## src/rtl/serial_parallel_align.sv

```systemverilog
// Comma-aligned serial-to-parallel deserialiser: MSB first, one bit per clock, WIDTH-bit words.
// Latency: DATA_OUT/VALID/COMMA_DET register on the edge that samples a word's last bit.
// No backpressure: VALID is a one-cycle strobe, and words presented while nothing is listening are lost.
//
// Ports: CLK, RESET (sync, active-low), DATA_IN (serial bit) ->
//        DATA_OUT (last aligned word), VALID (1-cycle strobe), COMMA_DET (word == COMMA),
//        LOCKED (FSM in LOCKED), ERR_COUNT [7:0] (only with SP_ALIGN_ERRCNT_EN).
// Optional macro SP_ALIGN_ERRCNT_EN: saturating count of lock-loss and sync-fail events.
module serial_parallel_align #(
  parameter int unsigned      WIDTH      = 8,
  parameter logic [WIDTH-1:0] COMMA      = 8'hBC,
  parameter int unsigned      LOCK_COUNT = 2,
  parameter int unsigned      LOSS_WORDS = 16
) (
  input  logic             CLK,
  input  logic             RESET,
  input  logic             DATA_IN,
  output logic [WIDTH-1:0] DATA_OUT,
  output logic             VALID,
  output logic             COMMA_DET,
  output logic             LOCKED
`ifdef SP_ALIGN_ERRCNT_EN
  ,
  output logic [7:0]       ERR_COUNT
`endif
);

  localparam int CW = $clog2(WIDTH);
  localparam int KW = $clog2(LOCK_COUNT + 1);
  localparam int GW = (LOSS_WORDS > 0) ? $clog2(LOSS_WORDS + 1) : 1;

  localparam logic [CW-1:0] EOW_CNT  = CW'(WIDTH - 1);
  localparam logic [KW-1:0] LOCK_TGT = KW'(LOCK_COUNT);
  localparam logic [GW-1:0] LOSS_TGT = GW'(LOSS_WORDS);

  typedef enum logic [1:0] {
    ST_HUNT = 2'd0,
    ST_SYNC = 2'd1,
    ST_LOCK = 2'd2
  } state_t;

  state_t           state, state_nxt;
  // Only the newest WIDTH-1 bits need storing; the oldest bit of the
  // next word image is shifted out by the time it would be read.
  logic [WIDTH-2:0] sr;
  logic [WIDTH-1:0] nsr;
  logic [CW-1:0]    bit_cnt, bit_nxt;
  logic [KW-1:0]    comma_cnt, comma_nxt;
  logic [GW-1:0]    gap_cnt, gap_nxt;
  logic [WIDTH-1:0] data_nxt;
  logic             valid_nxt, cdet_nxt;
  logic             eow, is_comma;

  assign LOCKED = (state == ST_LOCK);

  always_comb begin
    nsr       = {sr, DATA_IN};
    eow       = (bit_cnt == EOW_CNT);
    is_comma  = (nsr == COMMA);
    state_nxt = state;
    bit_nxt   = eow ? '0 : bit_cnt + 1'b1;
    comma_nxt = comma_cnt;
    gap_nxt   = gap_cnt;
    data_nxt  = DATA_OUT;
    valid_nxt = 1'b0;
    cdet_nxt  = 1'b0;
    unique case (state)
      ST_HUNT: begin
        // Gap count must start from zero whenever lock is (re)entered.
        gap_nxt = '0;
        if (is_comma) begin
          // Comma's last bit is on this edge, so the next edge starts a word.
          bit_nxt   = '0;
          comma_nxt = KW'(1);
          state_nxt = (LOCK_COUNT == 1) ? ST_LOCK : ST_SYNC;
        end
      end
      ST_SYNC: begin
        if (eow) begin
          if (is_comma) begin
            comma_nxt = comma_cnt + 1'b1;
            if (comma_nxt == LOCK_TGT) state_nxt = ST_LOCK;
          end else begin
            state_nxt = ST_HUNT;
          end
        end
      end
      ST_LOCK: begin
        if (eow) begin
          data_nxt  = nsr;
          valid_nxt = 1'b1;
          cdet_nxt  = is_comma;
          if (is_comma) begin
            gap_nxt = '0;
          end else begin
            gap_nxt = gap_cnt + 1'b1;
            if ((LOSS_WORDS != 0) && (gap_nxt == LOSS_TGT)) state_nxt = ST_HUNT;
          end
        end
      end
      default: state_nxt = ST_HUNT;
    endcase
  end

  always_ff @(posedge CLK) begin
    if (!RESET) begin
      state     <= ST_HUNT;
      sr        <= '0;
      bit_cnt   <= '0;
      comma_cnt <= '0;
      gap_cnt   <= '0;
      DATA_OUT  <= '0;
      VALID     <= 1'b0;
      COMMA_DET <= 1'b0;
    end else begin
      state     <= state_nxt;
      sr        <= nsr[WIDTH-2:0];
      bit_cnt   <= bit_nxt;
      comma_cnt <= comma_nxt;
      gap_cnt   <= gap_nxt;
      DATA_OUT  <= data_nxt;
      VALID     <= valid_nxt;
      COMMA_DET <= cdet_nxt;
    end
  end

`ifdef SP_ALIGN_ERRCNT_EN
  // Any departure from SYNC or LOCKED back to HUNT is an alignment error.
  logic err_evt;
  assign err_evt = (state != ST_HUNT) && (state_nxt == ST_HUNT);

  always_ff @(posedge CLK) begin
    if (!RESET) begin
      ERR_COUNT <= '0;
    end else if (err_evt && (ERR_COUNT != 8'hFF)) begin
      ERR_COUNT <= ERR_COUNT + 8'd1;
    end
  end
`endif

endmodule
```

## config.mk

```make
export PLATFORM = sky130hd
export DESIGN_NAME = serial_parallel_align
export DESIGN_NICKNAME = d
export VERILOG_FILES = /design/src/rtl/serial_parallel_align.sv
export SDC_FILE = /design/constraint.sdc
export NUM_CORES = 1
export LEC_CHECK = 0
export CORE_MARGIN = 2
export CORE_UTILIZATION = 53
export DETAILED_ROUTE_END_ITERATION = 12
export PLACE_DENSITY = 0.76
export SLEW_MARGIN = 20
export SYNTH_ARGS = -nofsm -noshare
export SYNTH_HDL_FRONTEND = slang
export SYNTH_SLANG_ARGS = --single-unit
export TNS_END_PERCENT = 30
```

## constraint.sdc

```tcl
create_clock -name CLK -period 2 [get_ports CLK]
set_clock_uncertainty 0.05 [all_clocks]
set_input_delay 0.5 -clock CLK [delete_from_list [all_inputs] [get_ports CLK]]
set_output_delay 0.5 -clock CLK [all_outputs]
set_load 0.05 [all_outputs]
```

==> results by group <==
Min path
  – Instance count along the most critical hold path: 1
  – Hold crit path type: flip-flop to flip-flop

Logic synthesis
  – Fraction of synthesized cell area taken by the top area cell type: 48.4%
  – Number of warnings printed during yosys synthesis: 0
  – Adder-Cell Fraction of Synth Area: 4.17%
  – Largest family of logic cells by synthesized area: simple AND/OR/NAND/NOR gates
  – Count of unique library cells instantiated by Yosys: 38
  – Xor-xnor portion of the synthesized cell area: 0.730%
  – Share of async-settable or async-resettable flops after synthesis: 0%
  – Number of nets in the synthesized netlist: 125
  – Proportion of synthesized area in mux cells: 6.67%
  – Primary FF master, synth: dfxtp_1
  – Largest cells by area after synthesis: dfxtp_1 (48%), mux2i_1 (6.7%), ha_1 (4.2%)
  – #FFs+latches synth: 29
  – Average instance area after synthesis: 10.2 um^2
  – Sequential share of the synthesized area: 48.4%
  – Area fraction in and, or, nand and nor cells after synthesis: 24.0%
  – Number of enable flip-flop cells after synthesis: 0
  – Synth Instances: 118
  – Share of the synthesized area in compound gates (AO/OA/AOI/OAI): 10.5%
  – Post-synthesis instance area: 1200 um^2
  – Library cell occupying the most area in the post-synthesis netlist: dfxtp_1

Clock network
  – Hold-fix buffer count after cts: 0
  – Number of clock sinks: 29
  – Skew-Pair Late Insertion Delay: 0.33 ns
  – Clock tree from TritonCTS: done
  – Number of levels in the clock H-tree: 2
  – CTS Root Cell: clkbuf_4
  – Total clock buffers created by CTS: 5
  – Clock Path Buffers: 2
  – Clock transition time at the flip-flop clock pins of the worst setup and hold paths: 0.08 ns

Final layout
  – N_diodes: 0
  – Share of final-layout standard cells stronger than drive strength 1: 25.0%
  – Combined area of the multi-input logic cells: 553 um^2
  – Total number of nets in the final design: 146
  – Fillers: 186
  – Sequential cell area: 581 um^2
  – Count of placed standard cells in the final layout, fillers left out: 168
  – P&R area growth vs syn: 22.2%

Pwr
  – Peak supply drop: 0.000684 V
  – Internal power summed over all cells: 0.000988 W
  – Static Leak: 0.684 nW
  – Switching share of power: 18.9%
  – Power per cell area: 830 nW/um^2
  – Fraction of power consumed by the clock network: 48.7%
  – Register share of total power: 48.5%
  – Total power of the final layout: 0.00122 W
  – Combinational share of power: 2.8%
  – Switching power total: 0.000230 W

Placement
  – Placer Congestion: 0.792
  – Total of buffers placed on input and output ports: 13
  – Placed wire-length estimate after detailed placement: 1.57 mm
  – Setup WS pre-CTS: 0.0472 ns
  – Number of placed cells counting well taps: 160

Flow run
  – Max-cap violations: 0

Route
  – Wirelength per Cell: 13.4 um
  – Met2 WL: 1.15 mm
  – Overall routed net length: 2.25 mm
  – Number of nets with antenna violations after detailed routing: 0
  – Routed length on met3: 106 um
  – Met1 routed wirelength after detailed routing: 977 um
  – Violation count after the first detailed-routing iteration: 20
  – Number of remaining DRC errors: 0
  – Routed via count: 928
  – Top layer in use: met4
  – Average via count per standard cell: 5.52
  – Number of detailed-route iterations in the first pass: 4

Timing
  – Worst slew pin tran: 0.491 ns
  – Worst setup slack after layout: 0.169 ns
  – Worst-case hold slack: 0.391 ns
  – Shortest period the worst path allows: 1.83 ns
  – Slew Viols, Final: 0
  – Maximum frequency from static timing analysis: 546 MHz
  – Total negative setup slack: 0 ns
  – Number of failing hold endpoints at the final stage: 0
  – Worst rel slew slack: 67.4%
  – Fin crit share: 91.6%
  – Endpoints failing setup: 0
  – RSZ-0062 raised after global routing: false

Status
  – Result of the run: finished clean

Floorplan
  – Number of ports placed on the die boundary: 14
  – Initial Util: 55.3%
  – Cell Rows: 17
  – Core box area: 2170 um^2
  – Area of the die: 2660 um^2
  – Die Span Y: 51.6 um
  – Width of the die: 51.6 um

Worst setup path
  – Cell chain of the critical path: nor2b_1 -> buf_12
  – Startpoint-to-endpoint class of the critical path: flip-flop to primary output
  – Setup crit start kind: flip-flop
  – Kind of end point of the critical path: primary output
  – Largest stage delay on the critical path: 0.41 ns
  – Crit path max fanout: 9
  – Arrival time of data at the critical path endpoint: 1.28 ns
  – Required arrival time at the worst endpoint: 1.45 ns
  – Worst reg-to-reg path cell count: 6
  – Max stage delay cell, worst path: dfxtp_1

GRT
  – Overall overflow remaining after global route: 0
  – First-pass GRT wire length: 3.75 mm
  – Number of global-route vias before repair: 896
  – GRT Overall Usage: 19.8%
  – Pin count of the biggest net entering global routing: 13
  – Initial antenna violation count: 0
[flip-flops by register name (all words and copies together), names as in the netlist]
| signal | count |
|---|---|
| DATA_OUT | 8 |
| sr | 7 |
| gap_cnt | 5 |
| bit_cnt | 3 |
| comma_cnt | 2 |
| state | 2 |
| COMMA_DET | 1 |
| VALID | 1 |
[cell usage in the layout, fill, tap and decap left out, drive strengths merged, types with 3 or more instances in the layout]
master and n:
and2 7, nor3 3, nor2 14, a21oi 3, nand2 7, buf 17
mux2i 8, nand3 6, dfxtp 29, ha 4, inv 7, clkbuf 5
[per-layer routing]
| metal | GRT usage, % | up-vias |
|---|---|---|
| met5 | 0 | - |
| met2 | 33.5 | 27 |
| met4 | 7.89 | 0 |
| met1 | 21.1 | 447 |
| li1 | - | 452 |
| met3 | 9.48 | 2 |
[worst max-delay path, delay by kind of cell, from the launching register on]
family,cells,cell delay (ns)
DFF,1,0.41
and+or+nand+nor,1,0.36
buffers and inverters,1,0.19
[Yosys cell counts, drive strengths merged, types with 2 or more instances]
cell type	instances
ha	4
and2	7
inv	7
nor2b	2
mux2i	8
a31oi	2
nor2	14
a21oi	3
o22ai	2
buf	5
dfxtp	29
nand2	7
nor3	3
nand3	6
nand3b	2
nand4	2
[power groups by stage]
stage | registers [W] | clock network [W] | logic, W
final | 0.000590 | 0.000593 | 0.0000344
after global routing | 0.000591 | 0.000635 | 0.0000374
after CTS | 0.000590 | 0.000605 | 0.0000349
after detailed placement | 0.000603 | 0 | 0.0000348
after floorplan | 0.000602 | 0 | 0.0000191
after global placement | 0.000603 | 0 | 0.0000315
[final cells by class]
cell class | instances | area share (%)
repair buffers | 20 | 11.5
clock inverters | 3 | 4.44
well taps | 28 | 2.39
flip-flops and latches | 29 | 39.6
multi-input cells | 76 | 37.7
inverters | 7 | 1.79
clock buffers | 5 | 2.56
[repair_timing]
action,in CTS,in global routing
gates resized for setup,1,0
setup buffers,0,0
endpoints found under the setup margin,1,0
[path summary, 6_finish.rpt]
check	from	to	slack, ns
max	state[0]	LOCKED	0.17
min	bit_cnt[0]	bit_cnt[0]	0.39
max reg2reg	bit_cnt[0]	gap_cnt[4]	0.28
min reg2reg	bit_cnt[0]	bit_cnt[0]	0.39
[through the flow]
stage | utilization (%) | instance area, um^2
2_1_floorplan | - | 1200
3_3_place_gp | 62.9 | 1370
3_5_place_dp | 62.9 | 1370
4_1_cts | 67.6 | 1470
5_1_grt | 67.6 | 1470
6_report | 67.6 | 1470
[logic make-up after synthesis]
family | Yosys count
DFF | 29
xor gates and xnor gates | 1
adders and majority gates | 4
and+or+nand+nor | 48
muxes | 8
buffers and inverters | 13
AOI/OAI and AO/OA | 15
Note: power is estimated with default switching activity, not from simulation.
